`config.mk`:
```
export PLATFORM = sky130hd
export DESIGN_NAME = arbitro_ronda
export DESIGN_NICKNAME = d
export VERILOG_FILES = /design/src/rtl/juego_pkg.sv /design/src/rtl/generador_aleatorio.sv /design/src/rtl/arbitro_ronda.sv
export SDC_FILE = /design/constraint.sdc
export NUM_CORES = 1
export LEC_CHECK = 0
export ABC_AREA = 1
export BUFFER_PORTS_ARGS = -buffer_cell sky130_fd_sc_hd__buf_2
export CAP_MARGIN = 20
export CORE_MARGIN = 4
export CORE_UTILIZATION = 40
export CTS_BUF_LIST = sky130_fd_sc_hd__clkbuf_4 sky130_fd_sc_hd__clkbuf_8
export DETAILED_ROUTE_END_ITERATION = 10
export PLACE_DENSITY = 0.66
export REMOVE_ABC_BUFFERS = 1
export SKIP_LAST_GASP = 1
export SLEW_MARGIN = 20
export SYNTH_ARGS = -nofsm -noshare
export SYNTH_HDL_FRONTEND = slang
export SYNTH_SLANG_ARGS = --single-unit
```
`constraint.sdc`:
```
create_clock -name clock -period 2.05 [get_ports clock]
set_input_delay 0.205 -clock clock [delete_from_list [all_inputs] [get_ports clock]]
set_output_delay 0.205 -clock clock [all_outputs]
set_load 0.01 [all_outputs]
```
`src/rtl/juego_pkg.sv`:
```
// Shared types and constants for the LED reaction game referee.
// Latency: n/a (declarations only).
// Backpressure: n/a.
package juego_pkg;

  typedef enum logic [2:0] {
    ST_IDLE,
    ST_ARM,
    ST_WAIT,
    ST_LIT,
    ST_POINT,
    ST_HOLD,
    ST_DONE
  } estado_t;

  localparam int         SCORE_W   = 4;
  localparam logic [7:0] LFSR_SEED = 8'hA5;
  localparam logic [7:0] LFSR_TAPS = 8'hB8;  // x^8 + x^6 + x^5 + x^4 + 1

  typedef logic [SCORE_W-1:0] score_t;

  // One Fibonacci step: shift left, parity of the tapped bits enters at bit 0.
  function automatic logic [7:0] lfsr_next(input logic [7:0] v);
    return {v[6:0], ^(v & LFSR_TAPS)};
  endfunction

endpackage

```
`src/rtl/generador_aleatorio.sv`:
```
// 8-bit free-running LFSR used to randomise the pre-LED delay.
// Latency: new value every enabled cycle; seed load takes effect next cycle.
// Backpressure: none; en simply freezes the sequence.
module generador_aleatorio
  import juego_pkg::*;
(
  input  logic       clock,
  input  logic       rst,
  input  logic       en,
  input  logic       load,
  input  logic [7:0] seed,
  output logic [7:0] valor
);

  // Advance the sequence; an all-zero state would lock up, so it is re-seeded.
  always_ff @(posedge clock or posedge rst) begin
    if (rst) begin
      valor <= LFSR_SEED;
    end else if (load) begin
      valor <= seed;
    end else if (en) begin
      if (valor == 8'd0) valor <= LFSR_SEED;
      else               valor <= lfsr_next(valor);
    end
  end

endmodule

```
`src/rtl/arbitro_ronda.sv`:
```
// Round referee: arms players, random delay, LED, judges first press/foul, keeps score.
// Latency: all outputs registered, valid in the cycle the state register holds the state.
// Backpressure: a button held while arming stalls the round until both are released.
module arbitro_ronda
  import juego_pkg::*;
#(
  parameter logic [15:0]        WAIT_MIN  = 16'd200,
  parameter logic [15:0]        T_REACT   = 16'd1000,
  parameter logic [15:0]        T_HOLD    = 16'd500,
  parameter logic [SCORE_W-1:0] WIN_SCORE = 4'd5
) (
  input  logic               clock,
  input  logic               Reset,
  input  logic               Start,
  input  logic               BotonA,
  input  logic               BotonB,
  output logic               LedEncendido,
  output logic               Apagar,
  output logic               ModifA,
  output logic               ModifB,
  output logic               GanadorA,
  output logic               GanadorB,
  output logic [SCORE_W-1:0] ScoreA,
  output logic [SCORE_W-1:0] ScoreB,
  output logic               Falta
);

  estado_t     estado, estado_d;
  logic [15:0] cnt, cnt_d;
  logic [7:0]  lfsr;
  score_t      score_a_d, score_b_d;
  logic        punto_a, punto_b;
  logic        led_d, apagar_d, modif_a_d, modif_b_d, falta_d, gan_a_d, gan_b_d;

  generador_aleatorio u_lfsr (
    .clock (clock),
    .rst   (Reset),
    .en    (1'b1),
    .load  (1'b0),
    .seed  (LFSR_SEED),
    .valor (lfsr)
  );

  // Next state, counter and scores; outputs are the registered view of the next state.
  always_comb begin
    estado_d  = estado;
    cnt_d     = cnt;
    score_a_d = ScoreA;
    score_b_d = ScoreB;
    punto_a   = 1'b0;
    punto_b   = 1'b0;
    falta_d   = 1'b0;
    modif_a_d = 1'b0;
    modif_b_d = 1'b0;
    case (estado)
      ST_IDLE: begin
        if (Start) begin
          estado_d  = ST_ARM;
          score_a_d = '0;
          score_b_d = '0;
        end
      end
      ST_ARM: begin
        if (!BotonA && !BotonB) begin
          estado_d = ST_WAIT;
          cnt_d    = WAIT_MIN + {8'd0, lfsr};
        end
      end
      ST_WAIT: begin
        if (BotonA || BotonB) begin
          // Early press: the fouling player hands the point to the opponent.
          falta_d = 1'b1;
          if (BotonA && BotonB) begin
            estado_d = ST_HOLD;
            cnt_d    = T_HOLD;
          end else begin
            estado_d = ST_POINT;
            punto_a  = BotonB;
            punto_b  = BotonA;
          end
        end else if (cnt == 16'd0) begin
          estado_d = ST_LIT;
          cnt_d    = T_REACT;
        end else begin
          cnt_d = cnt - 16'd1;
        end
      end
      ST_LIT: begin
        if (BotonA && BotonB) begin
          estado_d = ST_HOLD;
          cnt_d    = T_HOLD;
        end else if (BotonA || BotonB) begin
          estado_d = ST_POINT;
          punto_a  = BotonA;
          punto_b  = BotonB;
        end else if (cnt == 16'd0) begin
          estado_d = ST_HOLD;
          cnt_d    = T_HOLD;
        end else begin
          cnt_d = cnt - 16'd1;
        end
      end
      ST_POINT: begin
        if (ScoreA == WIN_SCORE || ScoreB == WIN_SCORE) begin
          estado_d = ST_DONE;
        end else begin
          estado_d = ST_HOLD;
          cnt_d    = T_HOLD;
        end
      end
      ST_HOLD: begin
        if (cnt == 16'd0) estado_d = ST_ARM;
        else              cnt_d    = cnt - 16'd1;
      end
      ST_DONE: begin
        if (Start) begin
          estado_d  = ST_ARM;
          score_a_d = '0;
          score_b_d = '0;
        end
      end
      default: estado_d = ST_IDLE;
    endcase
    // Score is bumped on the way into POINT so ModifX and ScoreX land together.
    if (punto_a && ScoreA < WIN_SCORE) begin
      score_a_d = ScoreA + score_t'(1);
      modif_a_d = 1'b1;
    end
    if (punto_b && ScoreB < WIN_SCORE) begin
      score_b_d = ScoreB + score_t'(1);
      modif_b_d = 1'b1;
    end
    led_d    = (estado_d == ST_LIT);
    apagar_d = (estado == ST_LIT) && (estado_d != ST_LIT);
    gan_a_d  = (estado_d == ST_DONE) && (score_a_d == WIN_SCORE);
    gan_b_d  = (estado_d == ST_DONE) && (score_b_d == WIN_SCORE);
  end

  // State, counter, scores and output registers; reset aborts any round in progress.
  always_ff @(posedge clock or posedge Reset) begin
    if (Reset) begin
      estado       <= ST_IDLE;
      cnt          <= 16'd0;
      ScoreA       <= '0;
      ScoreB       <= '0;
      LedEncendido <= 1'b0;
      Apagar       <= 1'b0;
      ModifA       <= 1'b0;
      ModifB       <= 1'b0;
      GanadorA     <= 1'b0;
      GanadorB     <= 1'b0;
      Falta        <= 1'b0;
    end else begin
      estado       <= estado_d;
      cnt          <= cnt_d;
      ScoreA       <= score_a_d;
      ScoreB       <= score_b_d;
      LedEncendido <= led_d;
      Apagar       <= apagar_d;
      ModifA       <= modif_a_d;
      ModifB       <= modif_b_d;
      GanadorA     <= gan_a_d;
      GanadorB     <= gan_b_d;
      Falta        <= falta_d;
    end
  end

endmodule

```
======== After elaboration in Yosys (flattened, before gate mapping) ========
Index checks and enable logic that the tools add are counted.
cells by class
  multiplexer cells ....................... 42
  equality and inequality tests ........... 18
  add/subtract/negate cells ............... 4
  magnitude comparators ................... 2
  reduce and logical (&&, ||, !) cells .... 18
operators by type and width
  kind                                                                          number
  16-bit 2-to-1 mux                                                             9
  16-bit case mux with 5 select lines                                           1
  3-bit 2-to-1 mux                                                              8
  4-bit 2-to-1 mux                                                              6
  3-bit case mux with 6 select lines                                            1
  4-bit by 3-bit equality test with 1-bit output, second input constant         4
  16-bit zero test                                                              1
  16-bit by 1-bit subtractor with 16-bit output, second input constant          1
  1-bit 2-to-1 mux                                                              13
  3-bit equality test, second input constant                                    4
  8-bit by 8-bit adder with 9-bit output, first input constant                  1
  3-bit by 2-bit equality test with 1-bit output, second input constant         3
  4-bit by 1-bit adder with 4-bit output, second input constant                 2
  8-bit zero test                                                               1
  4-bit by 3-bit less-than comparator with 1-bit output, second input constant  2
  8-bit 2-to-1 mux                                                              1
  8-bit XOR reduction                                                           1
  1-bit logical AND                                                             7
  2-bit != test, second input constant                                          3
  3-bit != test, second input constant                                          2
  6-bit AND reduction                                                           1
  5-bit nonzero test                                                            1
  1-bit case mux with 2 select lines                                            2
  3-bit by 1-bit equality test with 1-bit output, second input constant         1
  6 further kinds                                                               8
storage, ports and cells
  bits of input ports ..................... 5
  output and inout port bits .............. 15
  flip-flop bits (word level) ............. 42

======== Depth between registers and ports, before layout ========
  word-level depth ........................ 8
  mapped depth ............................ 13

======== Modules after synthesis ========
From an unflattened synthesis, not the netlist that was laid out.
unflattened totals
  cell total of the unflattened synthesis .. 441
  area total of the unflattened synthesis .. 3054.2 um^2
by module, submodules not included
  module               cells each  times used  sequential area each (um^2)  area an instance (um^2)
  arbitro_ronda        368         1           850.8                        2548.7
  generador_aleatorio  73          1           205.2                        505.5

======== Least setup slack after synthesis ========
Ideal clock, no wire load.
  path kind ............................... reg2reg
  from .................................... register cnt[0]
  to ...................................... register cnt[0]
  arrival ................................. 1573 ps
  cell stages (with the launch flop) ...... 13
  library setup time ...................... 120 ps
  path slack .............................. 357 ps
  data required time ...................... 1930 ps
  path buffers ............................ 1
  period minus slack after synthesis ...... 1693 ps
  cells stage by stage .................... dfrtp_1 > inv_1 > ha_1 > nand2_1 > nor2_1 > nand2_2 > o21ai_2 > nand2_4 > nand2_4 > inv_4 > buf_8 > o21ai_1 > nand2_1
on the way
  word-level cells in the longest chain between the ends .. 5
RTL lines
  element                                                                            RTL line              text
  start: declaration                                                                 arbitro_ronda.sv:29   logic [15:0] cnt, cnt_d;
  start signal: assignment                                                           arbitro_ronda.sv:155  cnt <= cnt_d;
  16-bit by 1-bit subtractor with 16-bit output or 16-bit zero test (tied branches)  --
  16-bit 2-to-1 mux                                                                  arbitro_ronda.sv:96   end else if (cnt == 16'd0) begin
  16-bit 2-to-1 mux                                                                  arbitro_ronda.sv:92   end else if (BotonA || BotonB) begin
  16-bit 2-to-1 mux                                                                  arbitro_ronda.sv:89   if (BotonA && BotonB) begin
  16-bit case mux with 5 select lines                                                arbitro_ronda.sv:55   case (estado)
Parallel ways exist; a longest one is shown, timed or not. The select of a mux whose other input is x is not followed.
A chain may end at the register's enable or synchronous reset.

======== Worst setup path after layout ========
  from .................................... register cnt[0]
  to ...................................... register cnt[7]
Same word-level chain as after synthesis.

==> metrics.yaml <==
n_fill_cell: 628
drive_gt1_share_pct: 15.4
ys_ff_latch: 42
hold_violations: 0
fmax_mhz: 541
grt_antenna_before_repair: 0
power_frac_comb_pct: 51.9
p_int_mw: 2.08
via_count: 2349
post-route-util_pct: 47.3
busiest_layer: "met2"
synth_async_sr_flop_share_pct: 100
synth_flop_cell: "dfrtp_1"
yosys_warnings: 0
cts_sinks: 42
p_per_area_mw_per_mm2: 1280
wl_per_cell_um: 12.6
netlist.area_leader.share_pct: 35.0
cts_tree: "yes"
slew_viol_final: 0
grt_pass1_vias: 2202
period_needed_ns: 1.85
area_growth_pct: 12.5
cts_root_buf: "clkbuf_8"
synthTopCellsByArea: "dfrtp_1 35%, nand2_1 12%, inv_1 7.5%"
ios: 20
grt_pass1_wl_mm: 10.1
drt_first_pass_iters: 4
gp_congestion: 0.921
post_cts_buffers: 0
grt_use_met3_pct: 2.67
yosysSeqAreaShare_pct: 38.9
die_w_um: 90.4
cts_made_buffers: 5
rsz0062_at_grt: "false"
pwr-share-clk_pct: 17.2
leakagePower_nw: 1.66
synthDistinctLibCells: 37
synth_edf_count: 0
worstMarginPinSlew_ns: 0.595
n_antenna_cell: 0
p_seq_share_pct: 30.9
clock_skew_ns: 0.00620
ant_nets: 0
crit_arrival_ns: 2.02
rows: 29
numPlacedInstances: 464
setup_tns_ns: 0
fin_crit_sh_pct: 90.2
grtUsageMet1_pct: 21.6
use_met2_pct: 22.7
status: "finished clean"
core-area_mm2: 0.00646
ir_worst_vdd_v: 0.000460
numPortBuffers: 19
crit_path_end_kind: "flip-flop"
h-tree-depth: 2
grt_max_degree: 17
cap_violations: 0
cp.required_ns: 2.22
netlist_area_mm2: 0.00272
drc: 0
wl_mm: 5.98
hold_class: "input port to flip-flop"
start_util_pct: 42.1
clk-insertion-delay-late_ns: 0.30
clk_path_buf_depth: 2
via_per_inst: 4.97
drtIter0Drc: 128
syn_area_per_cell_um2: 7.42
postSynthCellCount: 366
finalSetupViolCount: 0
power.switching_mw: 1.83
final-instance-count-excl-fill: 473
die_h_um: 90.4
cp_max_fo: 15
clk_pin_slew_worst_paths_ns: 0.09
grt_usage_pct: 15.0
die-area_mm2: 0.00817
grt-ovfl-total: 0
synth.largest_area_cell: "dfrtp_1"
dp_hpwl_mm: 4.53
nets: 415
switching_share_pct: 46.8
worstSetupPathType: "flip-flop to flip-flop"
startpoint_type: "flip-flop"
relSlewSlack_pct: 60.1
## per-layer routing
layer / routed length (um) / part of all wire, % / vias up
met3: 277 / 4.6 / 2
met1: 3000 / 50 / 1068
met2: 2660 / 45 / 56
li1: - / - / 1223
met4: 36 / 0.60 / 0
met5: 0 / 0 / -
## worst max-delay path: stages (launching register included)
cell and delay (ns):
dfrtp_1 0.41, inv_1 0.12, ha_1 0.15, nand2_1 0.07, nor2_1 0.18, nand2_2 0.14, o21ai_2 0.18, nand2_4 0.13
nand2_8 0.14, inv_4 0.09, nand2_1 0.06, o21ai_0 0.07
## final timing paths
check / slack (ns) / to / cells past startpoint / startpoint
setup / recovery: 0.20 / cnt[7] / 11 / cnt[0]
hold / removal: 0.34 / estado[2] / 4 / Start
setup reg to reg: 0.20 / cnt[7] / 11 / cnt[0]
hold reg to reg: 0.40 / u_lfsr.valor[1] / 0 / u_lfsr.valor[0]
max in group asynchronous: 1.00 / u_lfsr.valor[2] / 4 / Reset
min in group asynchronous: 0.44 / cnt[4] / 3 / Reset
## flip-flops by register name (all words and copies together), names as in the netlist
signal and flops:
Apagar 1, Falta 1, GanadorA 1, GanadorB 1, LedEncendido 1, ModifA 1
ModifB 1, ScoreA 4, ScoreB 4, cnt 16, estado 3, u_lfsr.valor 8
## cell families after synthesis
| logic type | share of synthesized area [%] |
|---|---|
| AO/OA/AOI/OAI | 9.58 |
| XOR/XNOR | 2.58 |
| adder cells (fa/ha/maj) | 6.91 |
| buffers and inverters | 9.49 |
| flip-flops | 38.9 |
| AND/OR/NAND/NOR | 32.6 |
## placed cells by master, fill, tap and decap left out, types with 2 or more instances in the layout
cell type and count:
nor2_2 2, dfstp_2 4, nand3_1 31, nor3_1 6, o22ai_1 3, dfrtp_1 37
a21oi_1 9, nand3_2 3, o21ai_0 18, xor2_1 7, nand4_1 8, nand2_4 3
ha_1 15, inv_1 53, buf_2 19, nor2_1 47, nand2_1 84, o21a_1 2
clkbuf_8 5, nand3b_1 2, or2_2 3, inv_2 3, nand2_2 2, o211ai_1 2
o21ai_1 3, buf_4 7
## power groups by stage
stage	clock network [mW]	logic, mW	registers, mW
floorplan	0	1.46	1.20
global placement	0	1.96	1.22
detailed placement	0	1.98	1.22
CTS	0.687	1.99	1.21
global route	0.727	2.29	1.24
finish	0.674	2.03	1.21
## per-stage QoR
stage	setup slack (ns)	instance area, um^2	power [mW]	hold WS [ns]
final	0.200	3060	3.91	0.339
after global routing	0.000978	3060	4.25	0.355
after CTS	0.147	3050	3.88	0.326
after detailed placement	0.166	2920	3.20	0.234
after global placement	0.228	2920	3.17	0.222
after floorplan	0.359	2680	2.67	0.389
## final cells by class
class                      count  area, um^2  share of cell area, %
inverter                      58         220                   7.20
timing repair buffer          27         158                   5.16
clock inverter                 2        37.5                   1.23
sequential                    42        1060                   34.6
multi-input combinational    261        1410                   46.2
clock buffer                   6        76.3                   2.50
tap                           77        96.3                   3.15
## cell usage after synthesis, types with 3 or more instances
cell type  instances
dfrtp_1           38
nand4_1            8
clkbuf_1           3
inv_1             54
ha_1              15
nand2_1           84
nor3_1             6
o21ai_1            3
nand3_1           31
a21oi_1            9
dfstp_2            4
nand3_2            3
o22ai_1            3
xor2_1             7
nor2_1            47
inv_2              3
or2_2              3
o21ai_0           18
nand2_4            4
## repair_timing
item	in CTS	in global routing
resized for setup	0	2
endpoints found under the setup margin	0	11
hold buffers	1	0
endpoints found under the hold margin	13	0
(Power assumes the default switching activity.)
